===== config.mk =====
export PLATFORM = sky130hd
export DESIGN_NAME = fma_add_pipe
export DESIGN_NICKNAME = d
export VERILOG_FILES = /design/src/rtl/fma_add_pipe.sv
export SDC_FILE = /design/constraint.sdc
export NUM_CORES = 1
export LEC_CHECK = 0
export ABC_AREA = 1
export CORE_ASPECT_RATIO = 0.6
export CORE_MARGIN = 2
export CORE_UTILIZATION = 52
export CTS_CLUSTER_DIAMETER = 50
export DETAILED_ROUTE_END_ITERATION = 8
export GPL_ROUTABILITY_DRIVEN = 1
export PLACE_DENSITY = 0.74
export SYNTH_ARGS = -nofsm -noshare
export SYNTH_HDL_FRONTEND = slang
export SYNTH_SLANG_ARGS = --single-unit

===== constraint.sdc =====
create_clock -name clk -period 11.2 [get_ports clk]
set_clock_uncertainty 0.05 [all_clocks]
set_input_delay 2.24 -clock clk [delete_from_list [all_inputs] [get_ports clk]]
set_output_delay 2.24 -clock clk [all_outputs]
set_load 0.02 [all_outputs]

===== src/rtl/fma_add_pipe.sv =====
// -----------------------------------------------------------------------------
// fma_add_pipe
//   Three-stage pipelined IEEE-754 adder (half precision by default) used in
//   the fma16 datapath between the multiplier stage and result writeback.
//   Computes x + z with subnormal, zero, Inf and NaN handling, RNE/RZ
//   rounding and exception flags.
//
//   Stage 1 unpacks the operands, orders them by magnitude, aligns the small
//   significand and resolves special operands.
//   Stage 2 adds or subtracts the significands and counts leading zeros.
//   Stage 3 normalises, rounds and packs the result into the output register.
//
// Ports
//   clk        rising-edge clock
//   reset_n    synchronous active-low reset
//   in_valid   operands valid
//   in_ready   block accepts operands this cycle
//   x, z       addends (W = 1+NE+NF bits)
//   rm         rounding mode, 0 = RNE, 1 = RZ, captured with the operands
//   out_valid  result valid
//   out_ready  consumer accepts the result
//   sum        rounded result
//   flags      {invalid, overflow, inexact}, zero whenever out_valid is 0
// -----------------------------------------------------------------------------
module fma_add_pipe #(
    parameter int NE = 5,
    parameter int NF = 10
) (
    input  logic           clk,
    input  logic           reset_n,
    input  logic           in_valid,
    output logic           in_ready,
    input  logic [NE+NF:0] x,
    input  logic [NE+NF:0] z,
    input  logic           rm,
    output logic           out_valid,
    input  logic           out_ready,
    output logic [NE+NF:0] sum,
    output logic [2:0]     flags
);
    localparam int W  = 1 + NE + NF;
    localparam int MW = NF + 4;              // aligned significand {hidden, frac, G, R, S}
    localparam int SW = NF + 5;              // significand sum including carry-out
    localparam int XW = NE + 2;              // internal exponent width
    localparam int LW = $clog2(MW + 1);      // leading-zero count width

    localparam logic [NE-1:0] EXP_ONES = '1;
    localparam logic [NE-1:0] EXP_MAXF = EXP_ONES - 1'b1;
    localparam logic [XW-1:0] EMAX     = {2'b00, EXP_ONES};
    localparam logic [NF-1:0] QFRAC    = {1'b1, {(NF-1){1'b0}}};
    localparam logic [W-1:0]  QNAN     = {1'b0, EXP_ONES, QFRAC};

    // The whole pipe moves as one unit; it only stalls when a finished
    // result is waiting and the consumer refuses it.
    logic w_advance;
    assign w_advance = ~out_valid | out_ready;
    assign in_ready  = w_advance;

    // ---------------------------------------------------------------- S1
    logic          w_sx, w_sz;
    logic [NE-1:0] w_ex, w_ez;
    logic [NF-1:0] w_fx, w_fz;
    assign {w_sx, w_ex, w_fx} = x;
    assign {w_sz, w_ez, w_fz} = z;

    logic w_inf_x, w_inf_z, w_nan_x, w_nan_z, w_snan_x, w_snan_z;
    assign w_inf_x  = (w_ex == EXP_ONES) && (w_fx == '0);
    assign w_inf_z  = (w_ez == EXP_ONES) && (w_fz == '0);
    assign w_nan_x  = (w_ex == EXP_ONES) && (w_fx != '0);
    assign w_nan_z  = (w_ez == EXP_ONES) && (w_fz != '0);
    assign w_snan_x = w_nan_x && !w_fx[NF-1];
    assign w_snan_z = w_nan_z && !w_fz[NF-1];

    // Magnitude order on the raw {exp, frac} field; ties keep x as big.
    logic          w_swap, w_sb;
    logic [NE-1:0] w_eb, w_es, w_eb_eff, w_es_eff;
    logic [NF-1:0] w_fb, w_fs;
    assign w_swap = {w_ez, w_fz} > {w_ex, w_fx};
    assign w_sb   = w_swap ? w_sz : w_sx;
    assign w_eb   = w_swap ? w_ez : w_ex;
    assign w_fb   = w_swap ? w_fz : w_fx;
    assign w_es   = w_swap ? w_ex : w_ez;
    assign w_fs   = w_swap ? w_fx : w_fz;

    // Subnormals use effective exponent 1 with a zero implicit bit.
    assign w_eb_eff = (w_eb == '0) ? NE'(1) : w_eb;
    assign w_es_eff = (w_es == '0) ? NE'(1) : w_es;

    logic [XW-1:0] w_diff, w_shamt;
    assign w_diff  = {2'b00, w_eb_eff} - {2'b00, w_es_eff};
    assign w_shamt = (w_diff > XW'(MW)) ? XW'(MW) : w_diff;

    // Shift through a double-width window so every dropped bit lands in the
    // lower half and can be ORed into sticky.
    logic [2*MW-1:0] w_wide;
    logic [MW-1:0]   w_big, w_small;
    assign w_wide  = {(w_es != '0), w_fs, 3'b000, {MW{1'b0}}} >> w_shamt;
    assign w_small = {w_wide[2*MW-1:MW+1], w_wide[MW] | (|w_wide[MW-1:0])};
    assign w_big   = {(w_eb != '0), w_fb, 3'b000};

    logic         w_special, w_spec_inv;
    logic [W-1:0] w_spec_val;
    always_comb begin
        // NOTE: every output of a combinational block gets a default first,
        // otherwise an unassigned path infers a latch.
        w_special  = 1'b0;
        w_spec_inv = 1'b0;
        w_spec_val = '0;
        if (w_nan_x || w_nan_z || (w_inf_x && w_inf_z && (w_sx != w_sz))) begin
            w_special  = 1'b1;
            w_spec_val = QNAN;
            w_spec_inv = w_snan_x || w_snan_z || (w_inf_x && w_inf_z);
        end else if (w_inf_x) begin
            w_special  = 1'b1;
            w_spec_val = x;
        end else if (w_inf_z) begin
            w_special  = 1'b1;
            w_spec_val = z;
        end
    end

    logic          r1_valid, r1_rm, r1_sign, r1_sub, r1_special, r1_spec_inv;
    logic [XW-1:0] r1_exp;
    logic [MW-1:0] r1_big, r1_small;
    logic [W-1:0]  r1_spec_val;

    // ---------------------------------------------------------------- S2
    logic [SW-1:0] w_sum2;
    logic [LW-1:0] w_lzc;
    assign w_sum2 = r1_sub ? ({1'b0, r1_big} - {1'b0, r1_small})
                           : ({1'b0, r1_big} + {1'b0, r1_small});

    // Leading zeros below the carry bit; the highest set bit wins.
    always_comb begin
        w_lzc = LW'(MW);
        for (int i = 0; i < MW; i++) begin
            if (w_sum2[i]) w_lzc = LW'(MW - 1 - i);
        end
    end

    logic          r2_valid, r2_rm, r2_sign, r2_sub, r2_special, r2_spec_inv;
    logic [XW-1:0] r2_exp;
    logic [SW-1:0] r2_sum;
    logic [LW-1:0] r2_lzc;
    logic [W-1:0]  r2_spec_val;

    // ---------------------------------------------------------------- S3
    logic [MW-1:0] w_norm;
    logic [XW-1:0] w_lshift, w_exp_n, w_exp_r;
    logic [NF+1:0] w_rnd;
    logic          w_inc, w_inexact, w_ovf, w_sign3;
    logic [NE-1:0] w_field;
    logic [NF-1:0] w_frac;
    logic [W-1:0]  w_res;
    logic [2:0]    w_flags;

    always_comb begin
        w_lshift = '0;
        w_norm   = r2_sum[MW-1:0];
        w_exp_n  = r2_exp;
        if (r2_sum[SW-1]) begin
            // Carry out: drop one bit into sticky and bump the exponent.
            w_norm  = {r2_sum[SW-1:2], r2_sum[1] | r2_sum[0]};
            w_exp_n = r2_exp + 1'b1;
        end else begin
            // Never normalise below exponent 1; what is left is subnormal.
            w_lshift = (XW'(r2_lzc) < (r2_exp - 1'b1)) ? XW'(r2_lzc) : (r2_exp - 1'b1);
            w_norm   = r2_sum[MW-1:0] << w_lshift;
            w_exp_n  = r2_exp - w_lshift;
        end

        w_inexact = |w_norm[2:0];
        w_inc     = !r2_rm && w_norm[2] && (w_norm[1] || w_norm[0] || w_norm[3]);
        w_rnd     = {1'b0, w_norm[MW-1:3]} + {{(NF+1){1'b0}}, w_inc};

        if (w_rnd[NF+1]) begin
            w_exp_r = w_exp_n + 1'b1;
            w_field = w_exp_r[NE-1:0];
            w_frac  = w_rnd[NF:1];
        end else begin
            // A subnormal that rounds up into the hidden bit becomes exponent 1.
            w_exp_r = w_exp_n;
            w_field = w_rnd[NF] ? w_exp_r[NE-1:0] : '0;
            w_frac  = w_rnd[NF-1:0];
        end
        w_ovf = (w_exp_r >= EMAX);

        // Exact cancellation always yields +0, in both rounding modes.
        w_sign3 = (r2_sub && (r2_sum == '0)) ? 1'b0 : r2_sign;

        if (r2_special) begin
            w_res   = r2_spec_val;
            w_flags = {r2_spec_inv, 2'b00};
        end else if (w_ovf) begin
            w_res   = r2_rm ? {r2_sign, EXP_MAXF, {NF{1'b1}}} : {r2_sign, EXP_ONES, {NF{1'b0}}};
            w_flags = 3'b011;
        end else begin
            w_res   = {w_sign3, w_field, w_frac};
            w_flags = {2'b00, w_inexact};
        end
    end

    // ------------------------------------------------------ control registers
    always_ff @(posedge clk) begin
        // NOTE: sequential state uses non-blocking assignments so every
        // register samples the pre-edge values of the others.
        if (!reset_n) begin
            r1_valid  <= 1'b0;
            r2_valid  <= 1'b0;
            out_valid <= 1'b0;
            sum       <= '0;
            flags     <= '0;
        end else if (w_advance) begin
            r1_valid  <= in_valid;
            r2_valid  <= r1_valid;
            out_valid <= r2_valid;
            sum       <= r2_valid ? w_res : '0;
            flags     <= r2_valid ? w_flags : 3'b000;
        end
    end

    // ------------------------------------------------------- datapath registers
    // NOTE: payload registers carry no reset; they are only observed behind a
    // valid bit, which is reset above.
    always_ff @(posedge clk) begin
        if (w_advance) begin
            r1_rm       <= rm;
            r1_sign     <= w_sb;
            r1_sub      <= w_sx ^ w_sz;
            r1_exp      <= {2'b00, w_eb_eff};
            r1_big      <= w_big;
            r1_small    <= w_small;
            r1_special  <= w_special;
            r1_spec_inv <= w_spec_inv;
            r1_spec_val <= w_spec_val;

            r2_rm       <= r1_rm;
            r2_sign     <= r1_sign;
            r2_sub      <= r1_sub;
            r2_exp      <= r1_exp;
            r2_sum      <= w_sum2;
            r2_lzc      <= w_lzc;
            r2_special  <= r1_special;
            r2_spec_inv <= r1_spec_inv;
            r2_spec_val <= r1_spec_val;
        end
    end

endmodule


==> flow_metrics.tcl <==
set metrics [dict create \
    status "finished clean" \
    fin_area_um2 9931 \
    port_buffers 57 \
    drt_iter0_markers 845 \
    post-route-util_pct 61.41 \
    synthMuxAreaShare_pct 0.2338 \
    worst_slack_ns 2.770 \
    relSlewSlack_pct 26.49 \
    endpoint_kind "register" \
    area_growth_pct 15.99 \
    clock_latency_ns 0.42 \
    critPathMaxFanout 59 \
    htreeDepth 4 \
    mostFrequentLayoutCells "287 x nand2_1, 136 x nand3_1, 133 x inv_1" \
    drive_gt1_share_pct 6.843 \
    fin_nets 1295 \
    final_hold_viol_count 0 \
    synth_top_area_share_pct 33.67 \
    path_class "in -> reg" \
    syn_inst 1143 \
    cts_buffers 17 \
    core_area_um2 16170 \
    drt-total-wl_um 20940 \
    synth_simple_gate_area_share_pct 30.45 \
    synth.ff_latch_count 118 \
    min-delay-start "r1_special$_SDFFCE_PP1P_" \
    p_int_w 0.001241 \
    diodes 0 \
    setup_viol 0 \
    synth.area.top_cells "edfxtp_1 34%, nand2_1 13%, ha_1 8.0%" \
    r2r_start "r2_exp[0]$_DFFE_PP_" \
    cts_root_buf "clkbuf_16" \
    grt_pass1_vias 6796 \
    critPathLaunchType "input pin" \
    ctsResizeCount 0 \
    p_seq_share_pct 28.0 \
    timing.hold.ws_ns 0.3684 \
    ys_seq_area_share_pct 38.81 \
    swShare_pct 43.34 \
    gp_congestion 0.9417 \
    drv_cap 0 \
    grt_max_degree 89 \
    hp-class "reg -> reg" \
    startpoint "x[2]" \
    dp_hpwl_um 15840 \
    clkTransAtPathRegs_ns 0.06 \
    crit_top_cell "nand2_1" \
    vias 7768 \
    syn-cell-area_um2 8562 \
    dpl_cell_area_um2 9314 \
    dieArea_um2 17540 \
    synth_xor_area_share_pct 2.353 \
    fp.dieW_um 169.7 \
    power_leakage_nw 4.610 \
    grtUsageTotal_pct 25.11 \
    grt-ovfl-total 0 \
    timing.fmax_mhz 118.6 \
    p_switching_w 0.0009490 \
    pre_cts_ws_ns 2.441 \
    routed_via_density 5.463 \
    drcViolationCount 0 \
    fillerInstances 1407 \
    synth_area_per_cell_um2 7.491 \
    cts_hold_buf 0 \
    clock-sinks 118 \
    post_drt_wl_per_cell_um 14.73 \
    num_rows 36 \
    synth_compound_area_share_pct 11.27 \
    synth_top_family_by_area "simple AND/OR/NAND/NOR gates" \
    grt_pass1_wl_um 34650 \
    worst_slew_pin_slew_ns 1.103 \
    post_cts_buffers 0 \
    antenna_left 0 \
    cts_max_path_buffers 2 \
    die_y_um 103.4 \
    synthDistinctLibCells 53 \
    clkPwrFrac_pct 25.8 \
    cp_num_buf_inv 8 \
    synth_adder_area_share_pct 8.739 \
    ioPinCount 58 \
    slowest_stage "or4_1" \
    antenna_found_initial 0 \
    fin_crit_ns 8.430 \
    worst_ir_drop_vdd_uv 111.6 \
    required_ns 11.32 \
    layout_commonest_cell "nand2_1" \
    crit_arrival_ns 8.55 \
    combPwrFrac_pct 46.2 \
    slowest_delay_ns 0.55 \
    start_util_pct 52.95 \
    min_period_over_period_pct 75.27 \
    tns_ns 0 \
    slew_violations 0 \
    cts_tree "built" \
    power.density_nw_per_um2 220.5 \
    rsz0062_at_grt "no" \
    yosys.area.top_type "edfxtp_1" \
    drtPass1Iterations 6 \
    critPathTopFamily "simple AND/OR/NAND/NOR gates" \
    synth_warnings 0 \
]
## power by group through the flow
stage | logic, W | clock network [W] | registers [W]
final | 0.00101 | 0.000564 | 0.000614
after global routing | 0.00114 | 0.000591 | 0.000622
after CTS | 0.000987 | 0.000570 | 0.000612
after detailed placement | 0.000973 | 0 | 0.000620
after global placement | 0.000964 | 0 | 0.000620
after floorplan | 0.000762 | 0 | 0.000602
## worst paths after layout
kind | to | slack (ns) | cells after the start
hold / removal | r2_special$_DFFE_PP_ | 0.37 | 0
hold reg to reg | r2_special$_DFFE_PP_ | 0.37 | 0
setup / recovery | r1_small[0]$_DFFE_PP_ | 2.77 | 33
setup reg to reg | sum[11]$_SDFFE_PN0P_ | 5.46 | 28
## sequential cells by signal, indices dropped and copies added (netlist names), 3 cells and up
| signal | flops |
|---|---|
| r1_spec_val | 16 |
| r2_sum | 15 |
| r2_spec_val | 16 |
| flags | 3 |
| r1_big | 11 |
| r2_lzc | 4 |
| r1_small | 14 |
| sum | 16 |
| r2_exp | 5 |
| r1_exp | 5 |
## cells in the mapped netlist (all sizes together)
| library cell | number |
|---|---|
| nand2 | 297 |
| inv | 143 |
| nand3 | 138 |
| nor2 | 109 |
| edfxtp | 96 |
| o21ai | 85 |
| a21oi | 59 |
| ha | 55 |
| clkbuf | 23 |
| dfxtp | 22 |
| xor2 | 17 |
| nor3 | 12 |
| or2 | 11 |
| buf | 8 |
| nor4 | 8 |
| o211ai | 7 |
| xnor2 | 6 |
| a31oi | 5 |
| nand3b | 4 |
| o21bai | 4 |
| a21boi | 3 |
| clkinv | 3 |
| fa | 3 |
| nand4 | 3 |
| a211oi | 2 |
| and2 | 2 |
| mux2i | 2 |
| o21a | 2 |
| o31ai | 2 |
| o32ai | 2 |
| or4 | 2 |
| a32o | 1 |
| a32oi | 1 |
| and3 | 1 |
| conb | 1 |
| nor3b | 1 |
| o21ba | 1 |
| o41ai | 1 |
| or3 | 1 |
## cell type report
class                           instances  area (µm²)  share of cell area, %
Clock buffer                           20       489.2                  4.926
Multi-Input combinational cell        856        4576                  46.08
Timing Repair Buffer                   61       600.6                  6.048
Tap cell                              209       261.5                  2.633
Clock inverter                         12       127.6                  1.285
Sequential cell                       118        3323                  33.46
Inverter                              146       553.0                  5.569
## through the flow
stage,instances,total power [W]
after floorplan,1151,0.001364
after global placement,1390,0.001584
after detailed placement,1390,0.001594
after CTS,1422,0.002168
after global routing,1422,0.002349
final,1422,0.002190
## layer usage
| layer | vias to the layer above | GRT usage [%] | wire, µm |
|---|---|---|---|
| li1 | 3930 | - | - |
| met1 | 3517 | 40.52 | 11110 |
| met2 | 296 | 34.66 | 7925 |
| met3 | 25 | 4.642 | 1706 |
| met4 | 0 | 4.668 | 193 |
| met5 | - | 0 | 0 |
## cell families after synthesis
group / after synthesis
buffers and inverters: 177
AO/OA/AOI/OAI: 175
multiplexers: 2
adder cells (fa/ha/maj): 58
AND/OR/NAND/NOR: 589
XOR/XNOR: 23
other: 1
flip-flops: 118
Note: power is estimated with default switching activity, not from simulation.
